$ cat src/rtl/vx_dispatch_pkg.sv
// Shared types and helpers for the dispatch router and its per-channel FIFOs.
package vx_dispatch_pkg;

  typedef enum logic [0:0] {
    IDLE = 1'b0,
    HOLD = 1'b1
  } dispatch_state_e;

  localparam int STALL_CNT_W = 32;

  // Any selector at or beyond the channel count is a NOP and is dropped.
  function automatic logic unit_is_nop(input int unsigned unit, input int unsigned num_units);
    return (unit >= num_units);
  endfunction

endpackage

$ cat src/rtl/vx_dispatch_router_if.sv
// Instruction input and per-channel output bus of the dispatch router.
interface vx_dispatch_router_if #(
  parameter int NUM_UNITS = 5,
  parameter int DATAW     = 64,
  parameter int UNIT_BITS = $clog2(NUM_UNITS + 1)
);
  // Handshake: a transfer happens on a clock edge where valid && ready are both 1;
  // the producer holds valid/payload stable until that edge, ready never depends on it.
  logic                       in_valid;
  logic                       in_ready;
  logic [UNIT_BITS-1:0]       in_unit;
  logic                       in_barrier;
  logic [DATAW-1:0]           in_data;
  logic [NUM_UNITS-1:0]       out_valid;
  logic [NUM_UNITS-1:0]       out_ready;
  logic [NUM_UNITS*DATAW-1:0] out_data;

  modport master (
    output in_valid, in_unit, in_barrier, in_data, out_ready,
    input  in_ready, out_valid, out_data
  );

  modport slave (
    input  in_valid, in_unit, in_barrier, in_data, out_ready,
    output in_ready, out_valid, out_data
  );
endinterface

$ cat src/rtl/vx_dispatch_fifo.sv
// Per-channel elastic FIFO; entries are visible one cycle after the push edge.
module vx_dispatch_fifo #(
  parameter int DATAW = 64,
  parameter int DEPTH = 2
) (
  input  logic             clk,
  input  logic             reset,
  input  logic             push_i,
  input  logic [DATAW-1:0] data_in_i,
  output logic             full_o,
  output logic             valid_out_o,
  input  logic             ready_out_i,
  output logic [DATAW-1:0] data_out_o,
  output logic             empty_o
);
  localparam int PTRW = $clog2(DEPTH);
  localparam int CNTW = PTRW + 1;

  logic [DATAW-1:0] mem_q [DEPTH];
  logic [PTRW-1:0]  wr_ptr_q, wr_ptr_d;
  logic [PTRW-1:0]  rd_ptr_q, rd_ptr_d;
  logic [CNTW-1:0]  count_q, count_d;
  logic             do_push, do_pop;

  assign full_o      = (count_q == CNTW'(DEPTH));
  assign empty_o     = (count_q == '0);
  assign valid_out_o = !empty_o;
  assign data_out_o  = mem_q[rd_ptr_q];
  assign do_push     = push_i && !full_o;
  assign do_pop      = valid_out_o && ready_out_i;

  // DEPTH is a power of two, so pointers wrap by natural overflow.
  always_comb begin
    wr_ptr_d = wr_ptr_q;
    rd_ptr_d = rd_ptr_q;
    count_d  = count_q;
    if (do_push) wr_ptr_d = wr_ptr_q + 1'b1;
    if (do_pop)  rd_ptr_d = rd_ptr_q + 1'b1;
    case ({do_push, do_pop})
      2'b10:   count_d = count_q + 1'b1;
      2'b01:   count_d = count_q - 1'b1;
      default: count_d = count_q;
    endcase
  end

  always_ff @(posedge clk) begin
    if (reset) begin
      wr_ptr_q <= '0;
      rd_ptr_q <= '0;
      count_q  <= '0;
      for (int i = 0; i < DEPTH; i++) mem_q[i] <= '0;
    end else begin
      wr_ptr_q <= wr_ptr_d;
      rd_ptr_q <= rd_ptr_d;
      count_q  <= count_d;
      if (do_push) mem_q[wr_ptr_q] <= data_in_i;
    end
  end

endmodule

$ cat src/rtl/vx_dispatch_router.sv
// Routes one instruction per cycle into per-unit FIFOs, with a draining barrier mode.
module vx_dispatch_router
  import vx_dispatch_pkg::*;
#(
  parameter int NUM_UNITS = 5,
  parameter int DATAW     = 64,
  parameter int DEPTH     = 2,
  parameter int UNIT_BITS = $clog2(NUM_UNITS + 1)
) (
  input  logic                   clk,
  input  logic                   reset,
  vx_dispatch_router_if.slave    bus,
  output logic                   busy,
  output logic [STALL_CNT_W-1:0] perf_stalls,
  output dispatch_state_e        dbg_state_o
);
  dispatch_state_e        state_q;
  logic [STALL_CNT_W-1:0] stall_cnt_q;
  logic [NUM_UNITS-1:0]   full, empty, push;
  logic                   is_nop, target_full, all_empty, barrier_ok, accept;

  assign is_nop     = unit_is_nop(32'(bus.in_unit), NUM_UNITS);
  assign all_empty  = &empty;
  assign barrier_ok = !bus.in_barrier || all_empty;

  always_comb begin
    target_full = 1'b0;
    for (int i = 0; i < NUM_UNITS; i++) begin
      if (32'(bus.in_unit) == 32'(i)) target_full = full[i];
    end
  end

  // Uses registered FIFO counts only, so out_ready never reaches in_ready.
  assign bus.in_ready = (state_q == IDLE) && (is_nop || (!target_full && barrier_ok));
  assign accept       = bus.in_valid && bus.in_ready;

  always_ff @(posedge clk) begin
    if (reset) begin
      state_q     <= IDLE;
      stall_cnt_q <= '0;
    end else begin
      case (state_q)
        IDLE:    if (accept && bus.in_barrier) state_q <= HOLD;
        HOLD:    if (all_empty) state_q <= IDLE;
        default: state_q <= IDLE;
      endcase
      if (bus.in_valid && !bus.in_ready && (stall_cnt_q != '1))
        stall_cnt_q <= stall_cnt_q + 1'b1;
    end
  end

  assign busy        = !all_empty || (state_q == HOLD);
  assign perf_stalls = stall_cnt_q;
  assign dbg_state_o = state_q;

  for (genvar g = 0; g < NUM_UNITS; g++) begin : g_chan
    assign push[g] = accept && (bus.in_unit == UNIT_BITS'(g));

    vx_dispatch_fifo #(
      .DATAW(DATAW),
      .DEPTH(DEPTH)
    ) u_fifo (
      .clk        (clk),
      .reset      (reset),
      .push_i     (push[g]),
      .data_in_i  (bus.in_data),
      .full_o     (full[g]),
      .valid_out_o(bus.out_valid[g]),
      .ready_out_i(bus.out_ready[g]),
      .data_out_o (bus.out_data[g*DATAW +: DATAW]),
      .empty_o    (empty[g])
    );
  end

endmodule

$ cat src/flat_wrapper.sv
// flat-port wrapper written by rule: the top's interface ports become plain ports
module vx_dispatch_router_flat import vx_dispatch_pkg::*;
#(
  parameter int NUM_UNITS = 5,
  parameter int DATAW     = 64,
  parameter int DEPTH     = 2,
  parameter int UNIT_BITS = $clog2(NUM_UNITS + 1)
)
  (clk, reset, busy, perf_stalls, dbg_state_o, bus_in_valid, bus_in_unit, bus_in_barrier, bus_in_data, bus_out_ready, bus_in_ready, bus_out_valid, bus_out_data);
  vx_dispatch_router_if #(.NUM_UNITS(NUM_UNITS), .DATAW(DATAW), .UNIT_BITS(UNIT_BITS)) bus_i ();
  input  logic clk;
  input  logic reset;
  output logic busy;
  output logic [STALL_CNT_W-1:0] perf_stalls;
  output dispatch_state_e dbg_state_o;
  input wire logic [$bits(bus_i.in_valid)-1:0] bus_in_valid;
  input wire logic [$bits(bus_i.in_unit)-1:0] bus_in_unit;
  input wire logic [$bits(bus_i.in_barrier)-1:0] bus_in_barrier;
  input wire logic [$bits(bus_i.in_data)-1:0] bus_in_data;
  input wire logic [$bits(bus_i.out_ready)-1:0] bus_out_ready;
  output wire logic [$bits(bus_i.in_ready)-1:0] bus_in_ready;
  output wire logic [$bits(bus_i.out_valid)-1:0] bus_out_valid;
  output wire logic [$bits(bus_i.out_data)-1:0] bus_out_data;
  assign bus_i.in_valid = bus_in_valid;
  assign bus_i.in_unit = bus_in_unit;
  assign bus_i.in_barrier = bus_in_barrier;
  assign bus_i.in_data = bus_in_data;
  assign bus_i.out_ready = bus_out_ready;
  assign bus_in_ready = bus_i.in_ready;
  assign bus_out_valid = bus_i.out_valid;
  assign bus_out_data = bus_i.out_data;
  vx_dispatch_router #(.NUM_UNITS(NUM_UNITS), .DATAW(DATAW), .DEPTH(DEPTH), .UNIT_BITS(UNIT_BITS)) u_core (.clk(clk), .reset(reset), .bus(bus_i), .busy(busy), .perf_stalls(perf_stalls), .dbg_state_o(dbg_state_o));
endmodule
$ cat config.mk
export PLATFORM = sky130hd
export DESIGN_NAME = vx_dispatch_router_flat
export DESIGN_NICKNAME = d
export VERILOG_FILES = /design/src/rtl/vx_dispatch_pkg.sv /design/src/rtl/vx_dispatch_router_if.sv /design/src/rtl/vx_dispatch_fifo.sv /design/src/rtl/vx_dispatch_router.sv /design/src/flat_wrapper.sv
export SDC_FILE = /design/constraint.sdc
export NUM_CORES = 1
export LEC_CHECK = 0
export ABC_CLOCK_PERIOD_IN_PS = 5050
export BUFFER_PORTS_ARGS = -buffer_cell sky130_fd_sc_hd__buf_2
export CELL_PAD_IN_SITES_DETAIL_PLACEMENT = 0
export CELL_PAD_IN_SITES_GLOBAL_PLACEMENT = 1
export CORE_UTILIZATION = 47
export CTS_CLUSTER_DIAMETER = 30
export DETAILED_ROUTE_END_ITERATION = 7
export HOLD_SLACK_MARGIN = 0.1
export PLACE_DENSITY_LB_ADDON = 0.3
export SLEW_MARGIN = 25
export SYNTH_ARGS = -nofsm -noshare
export SYNTH_HDL_FRONTEND = slang
export SYNTH_HIERARCHICAL = 1
export SYNTH_SLANG_ARGS = --single-unit
export TNS_END_PERCENT = 20
$ cat constraint.sdc
create_clock -name clk -period 5.05 [get_ports clk]
set_input_delay 0 -clock clk [delete_from_list [all_inputs] [get_ports clk]]
set_output_delay 0 -clock clk [all_outputs]
set_load 0.05 [all_outputs]
# == After elaboration in Yosys (flattened, before gate mapping) ==
# Memory sizes are Yosys's and may differ from the RTL's. A register that Yosys moved wholly into a read port is not among the register bits.
# Index checks and enable logic that the tools add are counted.
# classes
n_addsub,21
order_cmp,1
eq_ne,20
muxes,55
n_bitwise,1
reduce_logical,55
# op_table
cell,n
$mux W64,5
$reduce_or A64 Y1,5
$mux W1,44
$add A32 B1 Y32 const B,1
$ne A32 B32 Y1 const B,1
$logic_and A1 B1 Y1,21
$eq A2 B2 Y1 const B,10
$pmux W2 S2,5
$logic_not A1 Y1,14
$add A1 B1 Y1 const B,10
$add A2 B1 Y2 const B,5
$eq A2 B1 Y1 const B,5
$logic_not A2 Y1,5
$reduce_bool A2 Y1,5
$sub A2 B1 Y2 const B,5
$eq A3 B2 Y1 const B,2
$reduce_and A5 Y1,1
$eq A3 B1 Y1 const B,1
$eq A3 B3 Y1 const B,1
$ge A3 B3 Y1 const B,1
$logic_not A3 Y1,1
$logic_or A1 B1 Y1,3
$pmux W1 S2,1
$not A1 Y1,1
# totals
regBits,53
mem_bits_rw,640
inputBits,76
output_inout_bits,360
wordCells,175
memories,5
# memory_table
memory,depth,width,rd,rd_ports_with_merged_regs,write_ports,line,rtl
u_core.g_chan[0].u_fifo.mem_q,2,64,1,1,2,vx_dispatch_fifo.sv:19,logic [DATAW-1:0] mem_q [DEPTH];
u_core.g_chan[1].u_fifo.mem_q,2,64,1,1,2,vx_dispatch_fifo.sv:19,
u_core.g_chan[2].u_fifo.mem_q,2,64,1,1,2,vx_dispatch_fifo.sv:19,
u_core.g_chan[3].u_fifo.mem_q,2,64,1,1,2,vx_dispatch_fifo.sv:19,
u_core.g_chan[4].u_fifo.mem_q,2,64,1,1,2,vx_dispatch_fifo.sv:19,

# == Depth between registers and ports, before layout ==
# depth
ltp_word,18
depth_mapped,12
mapped_depth_nobuf,12

# == By module ==
# Netlist, hierarchy kept.
# modules_own_cells
mod,n_inst,cells_each,area_each_um2,seq_area_each_um2
vx_dispatch_fifo,5,441,5840.6,3943.8
vx_dispatch_router,1,242,1974.4,660.6

# == Worst setup path after synthesis ==
# Ideal clock, no wire load.
# synth_path
path_type,flip-flop to flip-flop
from,register u_core.g_chan[3].u_fifo.count_q[0]
to,"memory u_core.g_chan[1].u_fifo.mem_q[0][0], enable pin"
setup_ns,0.432
arrival_time_ns,3.919
t_required_ns,4.618
slack_ns,0.699
path_stages_with_launch,11
n_path_buf,1
synth_period_minus_slack_ns,4.351
cell_sequence,dfxtp_1 > or2_2 > inv_1 > nand3_1 > o211ai_1 > nand4_1 > nor4b_1 > inv_1 > or3_4 > buf_6 > nand2b_1
# synth_rtl
item,line,rtl
from (decl),vx_dispatch_fifo.sv:22,"logic [CNTW-1:0] count_q, count_d;"
from (signal assigned),vx_dispatch_fifo.sv:55,count_q <= count_d;
to (decl),vx_dispatch_fifo.sv:19,

==> results.py <==
metrics = {
    "power_and_ir_drop": {
        "p_leak_nw": 15.28,
        "p_total_mw": 18.31,
        "power_density_nw_per_um2": 459.5,
        "ir_worst_vdd_uv": 363.4,
    },
    "synthesis": {
        "synth_top_cell_by_area": "edfxtp_1",
        "yosys_most_used_dff": "edfxtp_1",
        "synthesis.nets": 2529,
        "synth.avg_cell_area_um2": 12.74,
        "ys_types": 48,
        "synth_cells": 2447,
        "synth_top_area_share_pct": 61.64,
        "synth_area_um2": 31180,
        "synth_edf_count": 640,
        "yosys_warnings": 6,
        "yosysSeqAreaShare_pct": 65.37,
        "synth.area.top_cells": "edfxtp_1 62%, mux2_2 12%, nor2_1 8.2%",
        "ys_async_sr_fraction_pct": 0,
        "ys_seq_elements": 698,
    },
    "finish": {
        "fin_nets": 3067,
        "post-route-util_pct": 60.60,
        "layout_common_cells": "680 x nor2_1, 640 x edfxtp_1, 434 x buf_2",
        "multi_input_area_um2": 10010,
        "final_layout_size_suffix_gt1_share_pct": 34.38,
        "final_common_cell": "nor2_1",
        "diodes": 0,
        "ff_latch_area_um2": 20400,
        "nFillCells": 5138,
        "area_delta_synth_final_pct": 27.79,
    },
    "clock_tree": {
        "cts_buffers": 146,
        "cts-root-buf": "clkbuf_16",
        "cts_resized": 0,
        "clockBufferDepth": 3,
        "clk_latency_ns": 0.71,
        "cts.sinks": 698,
        "cts.reportedPaths.clkPinSlew_ns": 0.04,
        "cts_tree": "built",
        "htreeDepth": 4,
    },
    "global_routing": {
        "grt_pass1_vias": 20820,
        "grt_pass1_wl_um": 126700,
        "grt_overflow_total": 0,
        "antenna_found_initial": 4,
        "track_usage_pct": 25.45,
        "grt_max_degree": 216,
    },
    "routing": {
        "drc_errors": 0,
        "wl_met3_um": 7892,
        "wl_um": 86660,
        "ant_nets": 0,
        "drt_iter0_markers": 1737,
        "routed_via_density": 5.308,
        "top_layer_used": "met4",
        "met1_length_um": 34750,
        "wl_per_cell_um": 21.84,
        "vias": 21060,
        "drt_first_pass_iters": 5,
        "dr_wl_met2_um": 40650,
    },
    "worst_setup_path": {
        "cp_cell_sequence": "nand2b_1 > inv_2 > mux4_2 > nand2b_2 > nand4_1 > nor2_1 > dlygate4sd3_1 > inv_1 > or3_4 > nand2b_4 > buf_12 > buf_12",
        "crit_path_end_kind": "flip-flop",
        "critical_path_required_ns": 5.44,
        "crit_top_cell": "buf_12",
        "r2r_setup_slack_ns": 0.46,
        "endpoint": "u_core/g_chan[4].u_fifo/mem_q[0][60]",
        "r2r-end": "u_core/g_chan[4].u_fifo/mem_q[0][60]",
        "worstSetupPathType": "reg -> reg",
        "cp_slowest_cell": "or3_4",
        "slowest_delay_ns": 0.71,
        "cp_data_arrival_time_ns": 4.99,
        "cp_num_cells": 12,
        "startpoint": "u_core/g_chan[1].u_fifo/count_q[0]",
        "path_buf_inv": 5,
        "critPathLaunchType": "flip-flop",
        "worstPathMaxFanout": 66,
        "reg2reg_depth": 12,
        "regToRegStartpoint": "u_core/g_chan[1].u_fifo/count_q[0]",
        "cpLargestDelayFamily": "simple AND/OR/NAND/NOR gates",
    },
    "die": {
        "die_area_um2": 67370,
        "die_w_um": 259.6,
        "core_region_area_um2": 65750,
        "num_rows": 94,
        "io_pins": 436,
        "dieHeight_um": 259.6,
        "initial_core_util_pct": 47.42,
    },
    "status": {
        "outcome": "finished, final reports clean",
    },
    "place": {
        "dp_hpwl_um": 52320,
        "globalplace.congestion": 0.7766,
        "portBuffers": 435,
    },
    "sta": {
        "fmax_ghz": 0.2177,
        "fin_skew_ns": 0.02121,
        "rsz0062_at_grt": "no",
        "slew_violations": 0,
        "finalSetupViolCount": 0,
        "tns_ns": 0,
        "slew-limit-headroom_pct": 32.66,
        "fin_crit_sh_pct": 90.97,
        "period_needed_ns": 4.594,
        "hold_viol_final": 0,
        "worst_pin_slew_ns": 1.010,
    },
    "worst_hold_path": {
        "hold_path_class": "in -> reg",
        "min-delay-start": "bus_in_data[36]",
    },
    "job": {
        "maxCapViolations": 0,
    },
}
metrics by stage:
stage | worst slack [ns] | std cells | hold slack, ns | instance area, um^2
finish | 0.4560 | 3968 | 0.2630 | 39840
global route | 0.2660 | 3968 | 0.2807 | 39840
CTS | 0.3321 | 3959 | 0.2203 | 39650
detailed placement | 0.8893 | 3610 | 0.2882 | 33980
global placement | 0.9557 | 3608 | 0.2772 | 33930
floorplan | 0.6985 | 2447 | 0.1519 | 31180
repair_timing:
action | 4_1_cts | 5_1_grt
setup endpoints to repair | 0 | 0
setup buffers | 0 | 0
hold buffers | 82 | 0
endpoints found under the hold margin | 666 | 0
synth_stat cells (6+ instances only):
library cell and count:
a21oi_1 26, buf_1 25, buf_2 38, buf_6 27, clkbuf_1 66, dfxtp_1 58, edfxtp_1 640, ha_1 6
inv_1 15, mux2_2 335, nand2_1 25, nand2b_1 336, nand3_1 17, nand4_1 8, nor2_1 680, nor2b_1 14
nor3_1 8, nor4_1 8, o21ai_0 17, o31ai_1 13, or3_1 10, or3_4 6, or4_1 13, xnor2_1 10
where the power goes:
part	switching, mW	internal [mW]	total, mW
clock network	3.03	6.27	9.30
logic	1.67	0.639	2.31
registers	0.127	6.56	6.69
flip-flops by register name, indices dropped and copies added (netlist names), named ones only:
name / count
u_core/perf_stalls: 32
u_core/dbg_state_o: 1
u_core/g_chan.u_fifo/wr_ptr_q: 5
u_core/g_chan.u_fifo/rd_ptr_q: 5
u_core/g_chan.u_fifo/count_q: 10
u_core/g_chan.u_fifo/mem_q: 640
worst min-delay path by stage:
stage / endpoint / slack (ns) / depth (start not counted)
after global routing: u_core/g_chan[0].u_fifo/mem_q[0][2] / 0.28 / 4
after floorplan: u_core/dbg_state_o / 0.15 / 2
after CTS: u_core/g_chan[4].u_fifo/mem_q[0][36] / 0.22 / 4
final: u_core/g_chan[4].u_fifo/mem_q[0][36] / 0.26 / 4
after global placement: u_core/dbg_state_o / 0.28 / 3
after detailed placement: u_core/dbg_state_o / 0.29 / 3
tightest hold or removal path, stage by stage:
cell,delay [ns]
dlygate4sd3_1,0.51
buf_2,0.17
nand2b_1,0.08
nor2_1,0.08
per-layer routing:
layer  global-route usage (%)  vias to the layer above
met1                    33.47                    10360
met3                    7.206                      169
met4                    11.63                        0
met5                        0                        -
li1                         -                     9686
met2                    39.10                      848
kinds of logic (layout without fill, tap and decap cells):
family | after synthesis | count (layout) | share of synthesized area [%]
buffers and inverters | 178 | 835 | 2.970
adders and majority gates | 6 | 6 | 0.2408
muxes | 336 | 336 | 12.17
DFF | 698 | 698 | 65.37
xor gates and xnor gates | 15 | 15 | 0.4214
and+or+nand+nor | 1147 | 1147 | 17.55
AOI/OAI and AO/OA | 67 | 67 | 1.280
cell type report:
class	instances	area share, %
timing repair buffer	548	8.614
multi-input combinational	1571	25.12
tap	864	2.713
clock buffer	174	9.751
inverter	20	0.1884
clock inverter	93	2.412
sequential	698	51.20
(Power assumes the default switching activity.)
